===== src/rtl/vita49_pkg.sv =====
// Shared VITA-49 decode definitions: FSM states, header bit positions,
// packet-type constants and the field-sequencing helper.
package vita49_pkg;

    typedef enum logic [2:0] {
        ST_HDR,
        ST_SID,
        ST_CID,
        ST_TSI,
        ST_TSF,
        ST_PAY,
        ST_TRL,
        ST_SKIP
    } state_t;

    localparam int HDR_TYPE_MSB = 31;
    localparam int HDR_TYPE_LSB = 28;
    localparam int HDR_CID_BIT  = 27;
    localparam int HDR_TRL_BIT  = 26;
    localparam int HDR_TSI_MSB  = 23;
    localparam int HDR_TSI_LSB  = 22;
    localparam int HDR_TSF_MSB  = 21;
    localparam int HDR_TSF_LSB  = 20;
    localparam int HDR_CNT_MSB  = 19;
    localparam int HDR_CNT_LSB  = 16;
    localparam int HDR_SIZE_MSB = 15;
    localparam int HDR_SIZE_LSB = 0;

    localparam logic [3:0] TYPE_DATA_SID = 4'd1;
    localparam logic [3:0] TYPE_EXT_SID  = 4'd3;
    localparam logic [3:0] TYPE_SKIP_MIN = 4'd4;

    typedef struct packed {
        logic sid;
        logic cid;
        logic tsi;
        logic tsf;
        logic pay;
        logic trl;
    } fields_t;

    function automatic logic type_has_sid(input logic [3:0] t);
        return (t == TYPE_DATA_SID) || (t == TYPE_EXT_SID);
    endfunction

    function automatic logic type_is_skip(input logic [3:0] t);
        return t >= TYPE_SKIP_MIN;
    endfunction

    // First present field strictly after cur; ST_SKIP and ST_TRL both fall through to ST_HDR.
    function automatic state_t next_field(input state_t cur, input fields_t f);
        if (cur < ST_SID && f.sid) return ST_SID;
        if (cur < ST_CID && f.cid) return ST_CID;
        if (cur < ST_TSI && f.tsi) return ST_TSI;
        if (cur < ST_TSF && f.tsf) return ST_TSF;
        if (cur < ST_PAY && f.pay) return ST_PAY;
        if (cur < ST_TRL && f.trl) return ST_TRL;
        return ST_HDR;
    endfunction

endpackage


===== src/rtl/vita49_seq_tracker.sv =====
// Per-channel packet-count continuity checker; only built when
// VITA49_SEQ_CHECK_EN is defined.
module vita49_seq_tracker
    import vita49_pkg::*;
#(
    parameter int NUM_CH = 4,
    localparam int CH_W = $clog2(NUM_CH)
) (
    input  logic            sys_clk,
    input  logic            reset,
    input  logic            hdr_acc,
    input  logic            hdr_sid,
    input  logic [3:0]      hdr_cnt,
    input  logic            sid_acc,
    input  logic [CH_W-1:0] sid_ch,
    output logic            seq_err
);

    logic [3:0]        pend_cnt;
    logic [3:0]        exp_cnt [NUM_CH];
    logic [NUM_CH-1:0] exp_vld;
    logic              chk;
    logic [CH_W-1:0]   chk_ch;
    logic [3:0]        chk_cnt;

    // Streams with a stream ID only learn their channel on the SID word.
    always_comb begin
        chk     = 1'b0;
        chk_ch  = '0;
        chk_cnt = hdr_cnt;
        if (hdr_acc && !hdr_sid) begin
            chk = 1'b1;
        end else if (sid_acc) begin
            chk     = 1'b1;
            chk_ch  = sid_ch;
            chk_cnt = pend_cnt;
        end
    end

    always_ff @(posedge sys_clk or posedge reset) begin
        if (reset) begin
            pend_cnt <= '0;
            exp_vld  <= '0;
            seq_err  <= 1'b0;
            for (int i = 0; i < NUM_CH; i++) exp_cnt[i] <= '0;
        end else begin
            seq_err <= 1'b0;
            if (hdr_acc && hdr_sid) pend_cnt <= hdr_cnt;
            if (chk) begin
                if (exp_vld[chk_ch] && exp_cnt[chk_ch] != chk_cnt) seq_err <= 1'b1;
                exp_cnt[chk_ch] <= chk_cnt + 4'd1;
                exp_vld[chk_ch] <= 1'b1;
            end
        end
    end

endmodule


===== src/rtl/vita49_stream_processor.sv =====
// VITA-49 packet parser: demultiplexes payload words per channel.
// Optional sequence checking is enabled with `define VITA49_SEQ_CHECK_EN.
module vita49_stream_processor
    import vita49_pkg::*;
#(
    parameter int NUM_CH = 4,
    parameter int DISP_W = 18,
    localparam int CH_W = $clog2(NUM_CH)
) (
    input  logic              sys_clk,
    input  logic              reset,
    input  logic [31:0]       data,
    input  logic              data_ready,
    input  logic [CH_W-1:0]   disp_ch_sel,
    output logic [DISP_W-1:0] display_lines,
    output logic [31:0]       sample_out,
    output logic [CH_W-1:0]   sample_ch,
    output logic              sample_valid,
    output logic              pkt_done,
    output logic              size_err,
    output logic              seq_err,
    output logic              busy
);

    state_t          state;
    fields_t         fields_q;
    logic [15:0]     pay_len;
    logic [15:0]     word_cnt;
    logic [CH_W-1:0] cur_ch;
    logic            dr_q;
    logic [31:0]     samples [NUM_CH];

    logic            accept;
    logic [3:0]      h_type;
    logic [15:0]     h_size;
    logic [16:0]     overhead;
    logic            size_ok;
    logic [15:0]     h_pay;
    fields_t         h_fields;
    state_t          h_next;
    state_t          f_next;

    function automatic logic [15:0] field_len(input state_t st, input logic [15:0] pay);
        case (st)
            ST_CID, ST_TSF: return 16'd1;
            ST_PAY:         return pay - 16'd1;
            default:        return 16'd0;
        endcase
    endfunction

    assign accept        = data_ready && !dr_q;
    assign busy          = (state != ST_HDR);
    assign display_lines = samples[disp_ch_sel][31 -: DISP_W];

    always_comb begin
        h_type   = data[HDR_TYPE_MSB:HDR_TYPE_LSB];
        h_size   = data[HDR_SIZE_MSB:HDR_SIZE_LSB];
        overhead = 17'd1 + 17'(type_has_sid(h_type))
                 + (data[HDR_CID_BIT] ? 17'd2 : 17'd0)
                 + 17'(data[HDR_TSI_MSB:HDR_TSI_LSB] != 2'd0)
                 + ((data[HDR_TSF_MSB:HDR_TSF_LSB] != 2'd0) ? 17'd2 : 17'd0)
                 + 17'(data[HDR_TRL_BIT]);
        size_ok  = {1'b0, h_size} >= overhead;
        h_pay    = h_size - overhead[15:0];
        h_fields.sid = type_has_sid(h_type);
        h_fields.cid = data[HDR_CID_BIT];
        h_fields.tsi = data[HDR_TSI_MSB:HDR_TSI_LSB] != 2'd0;
        h_fields.tsf = data[HDR_TSF_MSB:HDR_TSF_LSB] != 2'd0;
        h_fields.pay = h_pay != 16'd0;
        h_fields.trl = data[HDR_TRL_BIT];
        h_next   = next_field(ST_HDR, h_fields);
        f_next   = next_field(state, fields_q);
    end

    // word_cnt holds the words still to come in the current field after this one.
    always_ff @(posedge sys_clk or posedge reset) begin
        if (reset) begin
            state        <= ST_HDR;
            fields_q     <= '0;
            pay_len      <= '0;
            word_cnt     <= '0;
            cur_ch       <= '0;
            dr_q         <= 1'b1;
            sample_out   <= '0;
            sample_ch    <= '0;
            sample_valid <= 1'b0;
            pkt_done     <= 1'b0;
            size_err     <= 1'b0;
            for (int i = 0; i < NUM_CH; i++) samples[i] <= '0;
        end else begin
            dr_q         <= data_ready;
            sample_valid <= 1'b0;
            pkt_done     <= 1'b0;
            size_err     <= 1'b0;
            if (accept) begin
                if (state == ST_HDR) begin
                    if (!size_ok) begin
                        size_err <= 1'b1;
                    end else if (type_is_skip(h_type)) begin
                        if (h_size == 16'd1) begin
                            pkt_done <= 1'b1;
                        end else begin
                            state    <= ST_SKIP;
                            word_cnt <= h_size - 16'd2;
                        end
                    end else begin
                        fields_q <= h_fields;
                        pay_len  <= h_pay;
                        cur_ch   <= '0;
                        state    <= h_next;
                        word_cnt <= field_len(h_next, h_pay);
                        if (h_next == ST_HDR) pkt_done <= 1'b1;
                    end
                end else begin
                    if (state == ST_SID) cur_ch <= data[CH_W-1:0];
                    if (state == ST_PAY) begin
                        sample_out      <= data;
                        sample_ch       <= cur_ch;
                        sample_valid    <= 1'b1;
                        samples[cur_ch] <= data;
                    end
                    if (word_cnt != 16'd0) begin
                        word_cnt <= word_cnt - 16'd1;
                    end else begin
                        state    <= f_next;
                        word_cnt <= field_len(f_next, pay_len);
                        if (f_next == ST_HDR) pkt_done <= 1'b1;
                    end
                end
            end
        end
    end

`ifdef VITA49_SEQ_CHECK_EN
    vita49_seq_tracker #(.NUM_CH(NUM_CH)) u_seq (
        .sys_clk (sys_clk),
        .reset   (reset),
        .hdr_acc (accept && state == ST_HDR && size_ok && !type_is_skip(h_type)),
        .hdr_sid (type_has_sid(h_type)),
        .hdr_cnt (data[HDR_CNT_MSB:HDR_CNT_LSB]),
        .sid_acc (accept && state == ST_SID),
        .sid_ch  (data[CH_W-1:0]),
        .seq_err (seq_err)
    );
`else
    assign seq_err = 1'b0;
`endif

endmodule


===== config.mk =====
export PLATFORM = sky130hd
export DESIGN_NAME = vita49_stream_processor
export DESIGN_NICKNAME = d
export VERILOG_FILES = /design/src/rtl/vita49_pkg.sv /design/src/rtl/vita49_seq_tracker.sv /design/src/rtl/vita49_stream_processor.sv
export SDC_FILE = /design/constraint.sdc
export NUM_CORES = 1
export LEC_CHECK = 0
export CORE_ASPECT_RATIO = 0.6
export CORE_UTILIZATION = 62
export CTS_CLUSTER_SIZE = 16
export DETAILED_ROUTE_END_ITERATION = 10
export HOLD_SLACK_MARGIN = 0.06
export PLACE_DENSITY = 0.86
export SYNTH_ARGS = -nofsm -noshare
export SYNTH_HDL_FRONTEND = slang
export SYNTH_SLANG_ARGS = --single-unit

===== constraint.sdc =====
create_clock -name sys_clk -period 11.6 [get_ports sys_clk]
set_input_delay 1.16 -clock sys_clk [delete_from_list [all_inputs] [get_ports sys_clk]]
set_output_delay 1.16 -clock sys_clk [all_outputs]
set_load 0.01 [all_outputs]

==> results of run 1 <==
state kept, by name (all words and copies together) (netlist names), 2 cells and up:
name,cells
sample_ch,2
samples,72
pay_len,16
word_cnt,16
cur_ch,2
state,3
fields_q,6
sample_out,32
final timing paths:
| check | from | slack (ns) | endpoint |
|---|---|---|---|
| max in group asynchronous | reset | 8.94 | sample_out[28] |
| setup / recovery | data[30] | 4.68 | pay_len[11] |
| hold reg to reg | sample_out[25] | 0.48 | sample_out[25] |
| hold / removal | sample_out[25] | 0.48 | sample_out[25] |
| min in group asynchronous | reset | 1.22 | samples[16] |
| setup reg to reg | state[2] | 7.71 | pay_len[11] |
kinds of logic (layout without fill, tap and decap cells):
logic type | Yosys count | after routing | synth area share [%]
AO/OA/AOI/OAI | 162 | 162 | 12.24
other | 1 | 1 | 0.04270
flip-flops | 153 | 153 | 43.61
multiplexers | 94 | 94 | 14.32
AND/OR/NAND/NOR | 330 | 330 | 18.04
XOR/XNOR | 54 | 54 | 5.385
adder cells (fa/ha/maj) | 16 | 16 | 2.451
buffers and inverters | 75 | 154 | 3.918
per-stage QoR:
step | cell area [um2] | util [%] | power (mW)
2_1_floorplan | 8782 | - | 1.515
3_3_place_gp | 9761 | 70.99 | 1.866
3_5_place_dp | 9761 | 70.99 | 1.912
4_1_cts | 10320 | 75.07 | 2.457
5_1_grt | 10320 | 75.07 | 2.605
6_report | 10320 | 75.07 | 2.478
routing by layer:
metal	vias to the layer above	track usage (%)
met5	-	0
li1	3285	-
met4	0	10.95
met1	3693	52.48
met2	494	52.09
met3	86	12.32
worst reg2reg max path: stages, from the launching register on:
cell and delay, ns:
sky130_fd_sc_hd__dfrtp_1 0.53, sky130_fd_sc_hd__nor3_1 0.11, sky130_fd_sc_hd__buf_4 0.22, sky130_fd_sc_hd__clkinv_1 0.07, sky130_fd_sc_hd__buf_4 0.23, sky130_fd_sc_hd__o31a_1 0.27, sky130_fd_sc_hd__o21a_1 0.88, sky130_fd_sc_hd__nand3_2 0.85
sky130_fd_sc_hd__mux2_1 0.60
area by class of cell:
| type | count | area share, % |
|---|---|---|
| multi-input combinational | 657 | 44.75 |
| sequential | 153 | 37.11 |
| timing repair buffer | 100 | 9.504 |
| clock buffer | 17 | 4.122 |
| tap | 192 | 2.328 |
| clock inverter | 14 | 1.309 |
| inverter | 23 | 0.8850 |
placed cells by master, fill, tap and decap left out, types with 5 or more instances in the layout:
master                            count
sky130_fd_sc_hd__nor3_1              21
sky130_fd_sc_hd__nand2_1            160
sky130_fd_sc_hd__or3_1                5
sky130_fd_sc_hd__nor3_2               5
sky130_fd_sc_hd__inv_1               21
sky130_fd_sc_hd__or4_1                7
sky130_fd_sc_hd__a221oi_1             5
sky130_fd_sc_hd__clkbuf_16           17
sky130_fd_sc_hd__o31ai_1              6
sky130_fd_sc_hd__a21oi_1             33
sky130_fd_sc_hd__o22ai_1              5
sky130_fd_sc_hd__buf_4                8
sky130_fd_sc_hd__o21a_1               5
sky130_fd_sc_hd__mux2_2              72
sky130_fd_sc_hd__nand3_1             12
sky130_fd_sc_hd__clkdlybuf4s50_1     92
sky130_fd_sc_hd__dfrtp_1            152
sky130_fd_sc_hd__nand2b_1             7
sky130_fd_sc_hd__o21ai_0             46
sky130_fd_sc_hd__a31oi_1              9
sky130_fd_sc_hd__a21o_1               5
sky130_fd_sc_hd__nor4_1               9
sky130_fd_sc_hd__xnor2_1             25
sky130_fd_sc_hd__mux4_2              18
sky130_fd_sc_hd__inv_6                7
sky130_fd_sc_hd__nor2_1              59
sky130_fd_sc_hd__o21ai_1              5
sky130_fd_sc_hd__ha_1                14
sky130_fd_sc_hd__nand4_1              6
sky130_fd_sc_hd__xor2_1              29
sky130_fd_sc_hd__a211oi_1            10
sky130_fd_sc_hd__or2_2                6
power breakdown:
group | switching [mW] | internal, mW | total (mW)
clock network | 0.249 | 0.282 | 0.530
registers | 0.196 | 0.773 | 0.969
logic | 0.488 | 0.490 | 0.978
total | 0.933 | 1.54 | 2.48
==> run_summary.xml, run 1 <==
<?xml version="1.0" encoding="UTF-8"?>
<metrics>
  <group name="worst_setup_path">
    <metric name="crit_arrival" unit="ns">7.22</metric>
    <metric name="crit_path_cell_trace" unit="">clkdlybuf4s50_1, nor2_1, nand2_1, ha_1, inv_1, ha_1, inv_1, fa_1, xor2_1, ha_1, a21oi_1, o211ai_4, o31a_1, o21a_1, nand3_2, mux2_1</metric>
    <metric name="timing.critical_path.buf_inv" unit="">3</metric>
    <metric name="cp.depth" unit="">16</metric>
    <metric name="worst_path_dominant_cell_family" unit="">compound AO/OA/AOI/OAI gates</metric>
    <metric name="cp_endpoint_kind" unit="">flop</metric>
    <metric name="timing.setup.critical_path_class" unit="">in -&gt; reg</metric>
    <metric name="cell_count_of_the_worst_reg_to_reg_path" unit="">8</metric>
    <metric name="timing.critical_path.mode_cell" unit="">sky130_fd_sc_hd__ha_1</metric>
    <metric name="setup.worst_path.start_class" unit="">input pin</metric>
    <metric name="cpMaxStageDelayCell" unit="">sky130_fd_sc_hd__o21a_1</metric>
    <metric name="path_max_fanout" unit="">42</metric>
    <metric name="worstPathRequired" unit="ns">11.90</metric>
    <metric name="cp_slowest_stage_delay" unit="ns">0.88</metric>
  </group>
  <group name="clocking">
    <metric name="cts_htree_levels" unit="">4</metric>
    <metric name="cts.repair_timing.setup_buffer_count" unit="">0</metric>
    <metric name="cts.clk_slew.worst_paths" unit="ns">0.07</metric>
    <metric name="ctsLongestPathBuffers" unit="">2</metric>
    <metric name="clock_latency" unit="ns">0.43</metric>
    <metric name="holdBufCountCts" unit="">0</metric>
    <metric name="post_cts_resize_count" unit="">0</metric>
    <metric name="cts_tree" unit="">built</metric>
    <metric name="clock-sinks" unit="">153</metric>
    <metric name="cts_buffers" unit="">17</metric>
    <metric name="ctsRootBufferMaster" unit="">sky130_fd_sc_hd__clkbuf_16</metric>
  </group>
  <group name="placed_design">
    <metric name="dpl.hpwl" unit="mm">17.82</metric>
    <metric name="place.detailed.instances" unit="">1125</metric>
    <metric name="dpl_worst_slack" unit="ns">4.518</metric>
    <metric name="gpl.final_weighted_congestion" unit="">1.005</metric>
    <metric name="count_of_port_buffers_added_during_placement" unit="">92</metric>
  </group>
  <group name="sta">
    <metric name="count_of_final_hold_check_violations" unit="">0</metric>
    <metric name="setup-tns-final" unit="ns">0</metric>
    <metric name="maxClockFrequency" unit="MHz">144.5</metric>
    <metric name="share_of_the_cycle_needed_by_the_critical_path_after_routing" unit="%">59.64</metric>
    <metric name="timing.final.setup_violations" unit="">0</metric>
    <metric name="timing.slew.headroom" unit="%">20.27</metric>
    <metric name="layout_min_cycle_time" unit="ns">6.919</metric>
    <metric name="worstMarginPinSlew" unit="ns">1.188</metric>
    <metric name="worst_hold_check_slack" unit="ns">0.4770</metric>
    <metric name="setup_slack" unit="ns">4.681</metric>
    <metric name="slew_violations" unit="">0</metric>
    <metric name="timing.clock.skew" unit="ns">0.009825</metric>
    <metric name="grt_setup_unrepaired" unit="">false</metric>
  </group>
  <group name="synthesis">
    <metric name="post_synth_inst_count" unit="">885</metric>
    <metric name="ys_types" unit="">78</metric>
    <metric name="synth_nets" unit="">938</metric>
    <metric name="ys_top_cells_by_area" unit="">sky130_fd_sc_hd__dfrtp_1 43%, sky130_fd_sc_hd__mux2_2 9.2%, sky130_fd_sc_hd__nand2_1 6.8%</metric>
    <metric name="mean_post_synth_cell_area" unit="um2">9.923</metric>
    <metric name="synth_top_cells_by_count" unit="">160 x sky130_fd_sc_hd__nand2_1, 152 x sky130_fd_sc_hd__dfrtp_1, 72 x sky130_fd_sc_hd__mux2_2</metric>
    <metric name="number_of_synthesized_register_bits" unit="">153</metric>
    <metric name="postSynth.asyncResetShare" unit="%">100.0</metric>
    <metric name="top_cell_type_s_share_of_synthesized_area" unit="%">43.31</metric>
    <metric name="synth_edf_count" unit="">0</metric>
    <metric name="synth_flop_cell" unit="">sky130_fd_sc_hd__dfrtp_1</metric>
    <metric name="sequential_fraction_of_the_synthesis_area" unit="%">43.61</metric>
    <metric name="synth_top_cell_by_area" unit="">sky130_fd_sc_hd__dfrtp_1</metric>
    <metric name="synthMostInstantiatedCell" unit="">sky130_fd_sc_hd__nand2_1</metric>
    <metric name="synth_warnings" unit="">0</metric>
    <metric name="mappedNetlistArea" unit="um2">8782</metric>
  </group>
  <group name="global_routing">
    <metric name="grt_max_degree" unit="">81</metric>
    <metric name="groute.usage.overall" unit="%">36.49</metric>
    <metric name="overflow" unit="">0</metric>
    <metric name="grt_pass1_vias" unit="">7183</metric>
    <metric name="grt_pass1_wl" unit="mm">39.54</metric>
    <metric name="grt_antenna_before_repair" unit="">0</metric>
  </group>
  <group name="run">
    <metric name="maxCapViolCount" unit="">0</metric>
  </group>
  <group name="route">
    <metric name="vias" unit="">7558</metric>
    <metric name="drt_wl_total" unit="mm">25.51</metric>
    <metric name="avgRoutedWirePerCell" unit="um">22.07</metric>
    <metric name="drc_errors" unit="">0</metric>
    <metric name="drtIter0Drc" unit="">1060</metric>
    <metric name="drt_first_pass_iters" unit="">8</metric>
    <metric name="post_drt_antenna_nets" unit="">0</metric>
    <metric name="detailroute.wirelength.met3" unit="mm">3.291</metric>
    <metric name="wl_met1" unit="mm">10.65</metric>
    <metric name="route.detailed.vias_per_inst" unit="">6.538</metric>
    <metric name="wl_met2" unit="mm">10.86</metric>
    <metric name="top_layer_used" unit="">met4</metric>
  </group>
  <group name="die">
    <metric name="ios" unit="">94</metric>
    <metric name="die_h" unit="um">94.19</metric>
    <metric name="placeable_area" unit="um2">13750</metric>
    <metric name="rows" unit="">33</metric>
    <metric name="initial_utilization" unit="%">63.87</metric>
    <metric name="fp.dieArea" unit="um2">14660</metric>
    <metric name="die_width" unit="um">155.7</metric>
  </group>
  <group name="power_and_ir_drop">
    <metric name="power.density_cell_area" unit="nW/um2">240.1</metric>
    <metric name="reported_leakage_power" unit="nW">4.488</metric>
    <metric name="ir_drop" unit="V">0.0001357</metric>
  </group>
  <group name="layout">
    <metric name="area.sequential" unit="um2">3830</metric>
    <metric name="antenna-diode-count" unit="">0</metric>
    <metric name="nFillCells" unit="">906</metric>
    <metric name="layout.nets" unit="">1005</metric>
    <metric name="flow.area_growth_from_synthesis" unit="%">17.52</metric>
    <metric name="post_layout_nonfiller_instances" unit="">1156</metric>
    <metric name="drive_gt1_share" unit="%">16.39</metric>
    <metric name="multi_input_area" unit="um2">4618</metric>
  </group>
  <group name="worst_hold_path">
    <metric name="hold_path.class" unit="">reg -&gt; reg</metric>
    <metric name="timing.hold.worst_path_depth" unit="">2</metric>
  </group>
  <group name="outcome">
    <metric name="result_of_the_run" unit="">complete, no violations</metric>
  </group>
</metrics>
Power figures use the tool's default switching activity.
==> inputs of run 2 (changes only) <==
- CORE_UTILIZATION: 62 -> 57
- PLACE_DENSITY: 0.86 -> 0.8
- clock period: 11.6 -> 7.1 ns (I/O delays scaled with it)
==> run 2 against run 1 <==
Net effect: power grew 64%; design area grew 0.19%; sequential share of layout area shrank 0.072 points; global-route usage shrank 3.0 points; setup slack lost 3.1 ns; clock skew grew 0.0035 ns; die area grew 8.6%; combinational power grew 65%; count of clock-buffer cells in the layout grew 1; highest routed layer unchanged.
==> run_summary.xml, run 2 (synthesis results as in run 1) <==
<?xml version="1.0" encoding="UTF-8"?>
<metrics>
  <group name="outcome">
    <metric name="result_of_the_run" unit="">complete, no violations</metric>
  </group>
  <group name="run">
    <metric name="maxCapViolCount" unit="">0</metric>
  </group>
  <group name="power_and_ir_drop">
    <metric name="totalPowerFinal" unit="mW">4.061</metric>
    <metric name="reported_leakage_power" unit="nW">4.494</metric>
    <metric name="share_clk_of_total_power" unit="%">21.6</metric>
    <metric name="ir_drop" unit="V">0.0002203</metric>
    <metric name="power.density_cell_area" unit="nW/um2">392.7</metric>
    <metric name="internal_power" unit="mW">2.525</metric>
    <metric name="power.switching" unit="mW">1.536</metric>
    <metric name="switching_part_of_the_total" unit="%">37.82</metric>
    <metric name="seq_power_share" unit="%">38.8</metric>
    <metric name="combinationalPowerShare" unit="%">39.6</metric>
  </group>
  <group name="placed_design">
    <metric name="count_of_port_buffers_added_during_placement" unit="">92</metric>
    <metric name="gpl.final_weighted_congestion" unit="">1.018</metric>
    <metric name="dpl.hpwl" unit="mm">17.93</metric>
    <metric name="detailed_place.area" unit="um2">9778</metric>
  </group>
  <group name="clocking">
    <metric name="cts.clk_slew.worst_paths" unit="ns">0.08</metric>
    <metric name="post_cts_resize_count" unit="">0</metric>
    <metric name="clock_latency" unit="ns">0.43</metric>
    <metric name="holdBufCountCts" unit="">0</metric>
    <metric name="ctsRootBufferMaster" unit="">sky130_fd_sc_hd__clkbuf_16</metric>
    <metric name="ctsLongestPathBuffers" unit="">2</metric>
    <metric name="cts_htree_levels" unit="">4</metric>
    <metric name="cts.repair_timing.setup_buffer_count" unit="">0</metric>
    <metric name="clock-sinks" unit="">153</metric>
    <metric name="cts_tree" unit="">built</metric>
    <metric name="cts_buffers" unit="">17</metric>
  </group>
  <group name="global_routing">
    <metric name="grt_pass1_vias" unit="">7009</metric>
    <metric name="grt_pass1_wl" unit="mm">40.38</metric>
    <metric name="grt_max_degree" unit="">98</metric>
    <metric name="grt_antenna_before_repair" unit="">1</metric>
    <metric name="groute.usage.overall" unit="%">33.48</metric>
    <metric name="overflow" unit="">0</metric>
  </group>
  <group name="sta">
    <metric name="timing.clock.skew" unit="ns">0.01332</metric>
    <metric name="layout_min_cycle_time" unit="ns">5.551</metric>
    <metric name="worstMarginPinSlew" unit="ns">1.082</metric>
    <metric name="maxClockFrequency" unit="MHz">180.1</metric>
    <metric name="grt_setup_unrepaired" unit="">false</metric>
    <metric name="slew_violations" unit="">0</metric>
    <metric name="setup-tns-final" unit="ns">0</metric>
    <metric name="worst_hold_check_slack" unit="ns">0.4794</metric>
    <metric name="timing.final.setup_violations" unit="">0</metric>
    <metric name="timing.slew.headroom" unit="%">27.65</metric>
    <metric name="share_of_the_cycle_needed_by_the_critical_path_after_routing" unit="%">78.19</metric>
    <metric name="count_of_final_hold_check_violations" unit="">0</metric>
  </group>
  <group name="worst_setup_path">
    <metric name="crit_arrival" unit="ns">5.87</metric>
    <metric name="path_max_fanout" unit="">8</metric>
    <metric name="setup.worst_path.start_class" unit="">input pin</metric>
    <metric name="r2r_setup_slack" unit="ns">3.93</metric>
    <metric name="reg2reg_to" unit="">word_cnt[12]</metric>
    <metric name="cp_endpoint_kind" unit="">flop</metric>
    <metric name="worstReg2RegStart" unit="">word_cnt[8]</metric>
    <metric name="timing.setup.critical_path_class" unit="">in -&gt; reg</metric>
    <metric name="cell_count_of_the_worst_reg_to_reg_path" unit="">8</metric>
    <metric name="crit_path_start" unit="">data[20]</metric>
    <metric name="worstPathRequired" unit="ns">7.42</metric>
  </group>
  <group name="layout">
    <metric name="reg.largest.list" unit="">samples (72), sample_out (32)</metric>
    <metric name="nFillCells" unit="">1074</metric>
    <metric name="postLayoutCellArea" unit="um2">10340</metric>
    <metric name="antenna-diode-count" unit="">0</metric>
    <metric name="flow.area_growth_from_synthesis" unit="%">17.75</metric>
    <metric name="area.sequential" unit="um2">3830</metric>
    <metric name="layout_common_cells" unit="">160 x sky130_fd_sc_hd__nand2_1, 152 x sky130_fd_sc_hd__dfrtp_1, 92 x sky130_fd_sc_hd__clkdlybuf4s50_1</metric>
    <metric name="largest_register_ffs" unit="">72</metric>
    <metric name="top_register" unit="">samples</metric>
    <metric name="layout.nets" unit="">1007</metric>
    <metric name="multi_input_area" unit="um2">4613</metric>
    <metric name="drive_gt1_share" unit="%">16.44</metric>
    <metric name="commonest_non_fill_non_tap_cell_in_the_layout" unit="">sky130_fd_sc_hd__nand2_1</metric>
  </group>
  <group name="die">
    <metric name="die_h" unit="um">98.15</metric>
    <metric name="initial_utilization" unit="%">59.49</metric>
    <metric name="placeable_area" unit="um2">14760</metric>
    <metric name="ios" unit="">94</metric>
    <metric name="fp.dieArea" unit="um2">15920</metric>
    <metric name="die_width" unit="um">162.2</metric>
    <metric name="rows" unit="">34</metric>
  </group>
  <group name="route">
    <metric name="drtIter0Drc" unit="">944</metric>
    <metric name="drt_wl_total" unit="mm">25.70</metric>
    <metric name="route.detailed.vias_per_inst" unit="">6.367</metric>
    <metric name="avgRoutedWirePerCell" unit="um">22.06</metric>
    <metric name="drc_errors" unit="">0</metric>
    <metric name="vias" unit="">7418</metric>
    <metric name="drt_first_pass_iters" unit="">6</metric>
    <metric name="post_drt_antenna_nets" unit="">0</metric>
  </group>
  <group name="worst_hold_path">
    <metric name="hold_path.class" unit="">reg -&gt; reg</metric>
    <metric name="hold_end" unit="">sample_out[20]</metric>
    <metric name="timing.hold.worst_path_depth" unit="">2</metric>
    <metric name="hold_start" unit="">sample_out[20]</metric>
  </group>
</metrics>
==> run 2: layer usage <==
layer	up-vias	global-route usage, %	wire, um
met1	3635	52.25	11730
met5	-	0	0
li1	3291	-	-
met3	32	10.79	2969
met2	460	44.67	10680
met4	0	7.475	318
==> run 2: worst max-delay path: stages <==
cell	delay (ns)
sky130_fd_sc_hd__clkdlybuf4s50_1	0.53
sky130_fd_sc_hd__nor2_1	0.38
sky130_fd_sc_hd__inv_1	0.23
sky130_fd_sc_hd__ha_1	0.35
sky130_fd_sc_hd__inv_1	0.06
sky130_fd_sc_hd__fa_1	0.54
sky130_fd_sc_hd__fa_1	0.50
sky130_fd_sc_hd__a21oi_1	0.39
sky130_fd_sc_hd__o211ai_4	0.18
sky130_fd_sc_hd__xor2_1	0.32
sky130_fd_sc_hd__o2111ai_1	0.37
sky130_fd_sc_hd__nor4_2	0.59
sky130_fd_sc_hd__a211o_1	0.30
sky130_fd_sc_hd__nor2_1	0.06
sky130_fd_sc_hd__o32a_1	0.33
==> run 2: power by group through the flow <==
stage / Sequential, mW / Combinational, mW / Clock (mW)
after CTS: 1.56 / 1.59 / 0.878
after global routing: 1.62 / 1.73 / 0.925
after global placement: 1.55 / 1.53 / 0
after detailed placement: 1.57 / 1.57 / 0
after floorplan: 1.51 / 0.963 / 0
final: 1.57 / 1.61 / 0.877
==> run 2: cell type report <==
cell class              instances  share of cell area, %
multi-input cells             657                  44.61
flip-flops and latches        153                  37.04
repair buffers                102                  9.631
well taps                     198                  2.396
inverters                      23                 0.8832
clock buffers                  18                  4.150
clock inverters                14                  1.295
==> run 2: how the worst max path moves through the flow <==
stage                             end  slack (ns)  cells after the start
after global placement    word_cnt[1]        1.48                     18
after floorplan             cur_ch[0]        2.27                      1
after global routing      word_cnt[1]        1.33                     15
after detailed placement  word_cnt[1]        1.32                     15
final                     word_cnt[1]        1.55                     15
after CTS                 word_cnt[1]        1.68                     15
==> run 2: per-stage QoR <==
step | worst slack [ns] | utilization (%) | instances
2_1_floorplan | 2.270 | - | 885
4_1_cts | 1.680 | 70.05 | 1165
3_3_place_gp | 1.479 | 66.24 | 1133
6_report | 1.549 | 70.05 | 1165
5_1_grt | 1.334 | 70.05 | 1165
3_5_place_dp | 1.319 | 66.24 | 1133
==> inputs of run 3 (changes only) <==
- CORE_UTILIZATION: 57 -> 52
- PLACE_DENSITY: 0.8 -> 0.77
- clock period: 7.1 -> 4.65 ns (I/O delays scaled with it)
==> run 3 against run 2 <==
Net effect: clock skew up 0.0074 ns; global-route usage shrank 2.8 points; die area rose by 9.5%; design area grew 5.8%; largest power group unchanged.
==> run_summary.xml, run 3 (synthesis results as in run 1) <==
<?xml version="1.0" encoding="UTF-8"?>
<metrics>
  <group name="placed_design">
    <metric name="place.detailed.instances" unit="">1231</metric>
    <metric name="gpl.final_weighted_congestion" unit="">0.9596</metric>
    <metric name="dpl_worst_slack" unit="ns">-0.3246</metric>
    <metric name="count_of_port_buffers_added_during_placement" unit="">92</metric>
    <metric name="dpl.hpwl" unit="mm">18.51</metric>
  </group>
  <group name="worst_hold_path">
    <metric name="timing.hold.worst_path_depth" unit="">2</metric>
    <metric name="hold_end" unit="">sample_out[29]</metric>
    <metric name="hold_start" unit="">sample_out[29]</metric>
    <metric name="hold_path.class" unit="">reg -&gt; reg</metric>
  </group>
  <group name="die">
    <metric name="initial_utilization" unit="%">53.71</metric>
    <metric name="rows" unit="">36</metric>
    <metric name="ios" unit="">94</metric>
    <metric name="die_h" unit="um">102.7</metric>
    <metric name="placeable_area" unit="um2">16350</metric>
    <metric name="fp.dieArea" unit="um2">17430</metric>
    <metric name="die_width" unit="um">169.8</metric>
  </group>
  <group name="worst_setup_path">
    <metric name="timing.setup.critical_path_class" unit="">in -&gt; reg</metric>
    <metric name="crit_arrival" unit="ns">4.66</metric>
    <metric name="cp_slowest_stage_delay" unit="ns">0.59</metric>
    <metric name="cp_endpoint_kind" unit="">flop</metric>
    <metric name="setup.worst_path.start_class" unit="">input pin</metric>
    <metric name="cell_count_of_the_worst_reg_to_reg_path" unit="">10</metric>
    <metric name="worstPathRequired" unit="ns">4.95</metric>
    <metric name="reg2reg_to" unit="">pay_len[9]</metric>
    <metric name="timing.critical_path.mode_cell" unit="">sky130_fd_sc_hd__buf_4</metric>
    <metric name="r2r_setup_slack" unit="ns">1.50</metric>
    <metric name="crit_path_cell_trace" unit="">clkdlybuf4s50_1, nor2_1, inv_1, ha_1, inv_1, fa_1, ha_1, nor2b_1, o31a_1, buf_4, nor3_2, xor2_1, buf_4, nor4_4, a21oi_2, buf_4, a221oi_1, a211oi_1</metric>
    <metric name="worstReg2RegStart" unit="">state[2]</metric>
    <metric name="path_max_fanout" unit="">5</metric>
    <metric name="cpMaxStageDelayCell" unit="">sky130_fd_sc_hd__fa_1</metric>
  </group>
  <group name="layout">
    <metric name="layout_common_cells" unit="">160 x sky130_fd_sc_hd__nand2_1, 152 x sky130_fd_sc_hd__dfrtp_1, 90 x sky130_fd_sc_hd__clkdlybuf4s50_1</metric>
    <metric name="reg.largest.list" unit="">samples (72), sample_out (32)</metric>
    <metric name="largest_register_ffs" unit="">72</metric>
    <metric name="flow.area_growth_from_synthesis" unit="%">24.55</metric>
    <metric name="commonest_non_fill_non_tap_cell_in_the_layout" unit="">sky130_fd_sc_hd__nand2_1</metric>
    <metric name="post_layout_nonfiller_instances" unit="">1263</metric>
    <metric name="layout.nets" unit="">1075</metric>
    <metric name="antenna-diode-count" unit="">0</metric>
    <metric name="top_register" unit="">samples</metric>
    <metric name="drive_gt1_share" unit="%">22.32</metric>
  </group>
  <group name="route">
    <metric name="route.detailed.vias_per_inst" unit="">6.040</metric>
    <metric name="drc_errors" unit="">0</metric>
    <metric name="vias" unit="">7629</metric>
    <metric name="drt_first_pass_iters" unit="">6</metric>
    <metric name="drt_wl_total" unit="mm">25.96</metric>
    <metric name="drtIter0Drc" unit="">932</metric>
    <metric name="post_drt_antenna_nets" unit="">0</metric>
    <metric name="avgRoutedWirePerCell" unit="um">20.55</metric>
  </group>
  <group name="sta">
    <metric name="grt_setup_unrepaired" unit="">false</metric>
    <metric name="setup_slack" unit="ns">0.2862</metric>
    <metric name="timing.final.setup_violations" unit="">0</metric>
    <metric name="timing.clock.skew" unit="ns">0.02068</metric>
    <metric name="layout_min_cycle_time" unit="ns">4.364</metric>
    <metric name="slew_violations" unit="">0</metric>
    <metric name="maxClockFrequency" unit="MHz">229.2</metric>
    <metric name="worstMarginPinSlew" unit="ns">1.006</metric>
    <metric name="worst_hold_check_slack" unit="ns">0.4752</metric>
    <metric name="share_of_the_cycle_needed_by_the_critical_path_after_routing" unit="%">93.85</metric>
    <metric name="count_of_final_hold_check_violations" unit="">0</metric>
    <metric name="timing.slew.headroom" unit="%">32.80</metric>
    <metric name="setup-tns-final" unit="ns">0</metric>
  </group>
  <group name="clocking">
    <metric name="clock_latency" unit="ns">0.44</metric>
    <metric name="ctsRootBufferMaster" unit="">sky130_fd_sc_hd__clkbuf_16</metric>
    <metric name="cts_htree_levels" unit="">4</metric>
    <metric name="cts.clk_slew.worst_paths" unit="ns">0.07</metric>
    <metric name="holdBufCountCts" unit="">0</metric>
    <metric name="ctsLongestPathBuffers" unit="">2</metric>
    <metric name="cts_buffers" unit="">17</metric>
    <metric name="post_cts_resize_count" unit="">0</metric>
    <metric name="cts.repair_timing.setup_buffer_count" unit="">0</metric>
    <metric name="cts_tree" unit="">built</metric>
    <metric name="clock-sinks" unit="">153</metric>
  </group>
  <group name="power_and_ir_drop">
    <metric name="seq_power_share" unit="%">38.5</metric>
    <metric name="internal_power" unit="mW">3.930</metric>
    <metric name="reported_leakage_power" unit="nW">4.885</metric>
    <metric name="power.density_cell_area" unit="nW/um2">573.8</metric>
    <metric name="ir_drop" unit="V">0.0002883</metric>
    <metric name="share_clk_of_total_power" unit="%">22.3</metric>
    <metric name="totalPowerFinal" unit="mW">6.276</metric>
    <metric name="combinationalPowerShare" unit="%">39.2</metric>
    <metric name="power.switching" unit="mW">2.346</metric>
    <metric name="switching_part_of_the_total" unit="%">37.38</metric>
  </group>
  <group name="global_routing">
    <metric name="grt_pass1_wl" unit="mm">39.88</metric>
    <metric name="grt_max_degree" unit="">94</metric>
    <metric name="grt_pass1_vias" unit="">6979</metric>
    <metric name="grt_antenna_before_repair" unit="">0</metric>
    <metric name="groute.usage.overall" unit="%">30.72</metric>
    <metric name="overflow" unit="">0</metric>
  </group>
  <group name="run">
    <metric name="maxCapViolCount" unit="">0</metric>
  </group>
  <group name="outcome">
    <metric name="result_of_the_run" unit="">complete, no violations</metric>
  </group>
</metrics>
## run 3: cell count changes in the layout (fill, tap and decap cells not counted), sizes merged
cell	change
buf	+68
inv	+4
clkbuf	-1
clkinv	+2
clkdlybuf4s50	-2
clkinvlp	-5
dlymetal6s2s	+2
## run 3: routing by layer
metal  vias up  track usage (%)  wire, um
li1       3433                -         -
met1      3736            47.16     12160
met2       425            40.89     10380
met3        35            10.98      3179
met4         0            6.237       235
met5         -                0         0
## run 3: area by class of cell
class                   count  area, um2
clock buffers              17      425.4
clock inverters            15      167.7
fillers                  1248       5413
inverters                  23      91.34
multi-input cells         657       4627
flip-flops and latches    153       3830
well taps                 228      285.3
repair buffers            170       1511
## run 3: stage by stage
| step | cell area (um2) | utilization, % |
|---|---|---|
| after floorplan | 8782 | - |
| after CTS | 10920 | 66.81 |
| after global placement | 10330 | 63.18 |
| after global routing | 10940 | 66.90 |
| after detailed placement | 10330 | 63.18 |
| final | 10940 | 66.90 |
## run 3: power by group through the flow
stage / clock [mW] / combinational, mW / sequential, mW
detailed placement: 0 / 2.40 / 2.40
floorplan: 0 / 1.47 / 2.31
CTS: 1.41 / 2.43 / 2.39
global placement: 0 / 2.34 / 2.37
finish: 1.40 / 2.46 / 2.41
global route: 1.47 / 2.67 / 2.47
## run 3: worst max-delay path: cells and delay by family
family | cells | cell delay [ns]
xor gates and xnor gates | 1 | 0.11
buffers and inverters | 6 | 1.08
adders and majority gates | 3 | 1.15
AOI/OAI and AO/OA | 4 | 0.83
and+or+nand+nor | 4 | 1.03
## run 3: worst max-delay path by stage
| stage | startpoint | to | slack, ns | depth (start not counted) |
|---|---|---|---|---|
| 2_1_floorplan | reset | cur_ch[0] | 0.07 | 1 |
| 3_3_place_gp | data[30] | word_cnt[3] | -0.24 | 19 |
| 3_5_place_dp | data[30] | word_cnt[3] | -0.32 | 19 |
| 4_1_cts | data[31] | word_cnt[3] | 0.12 | 19 |
| 5_1_grt | data[20] | word_cnt[10] | 0.09 | 18 |
| 6_report | data[20] | word_cnt[11] | 0.29 | 18 |
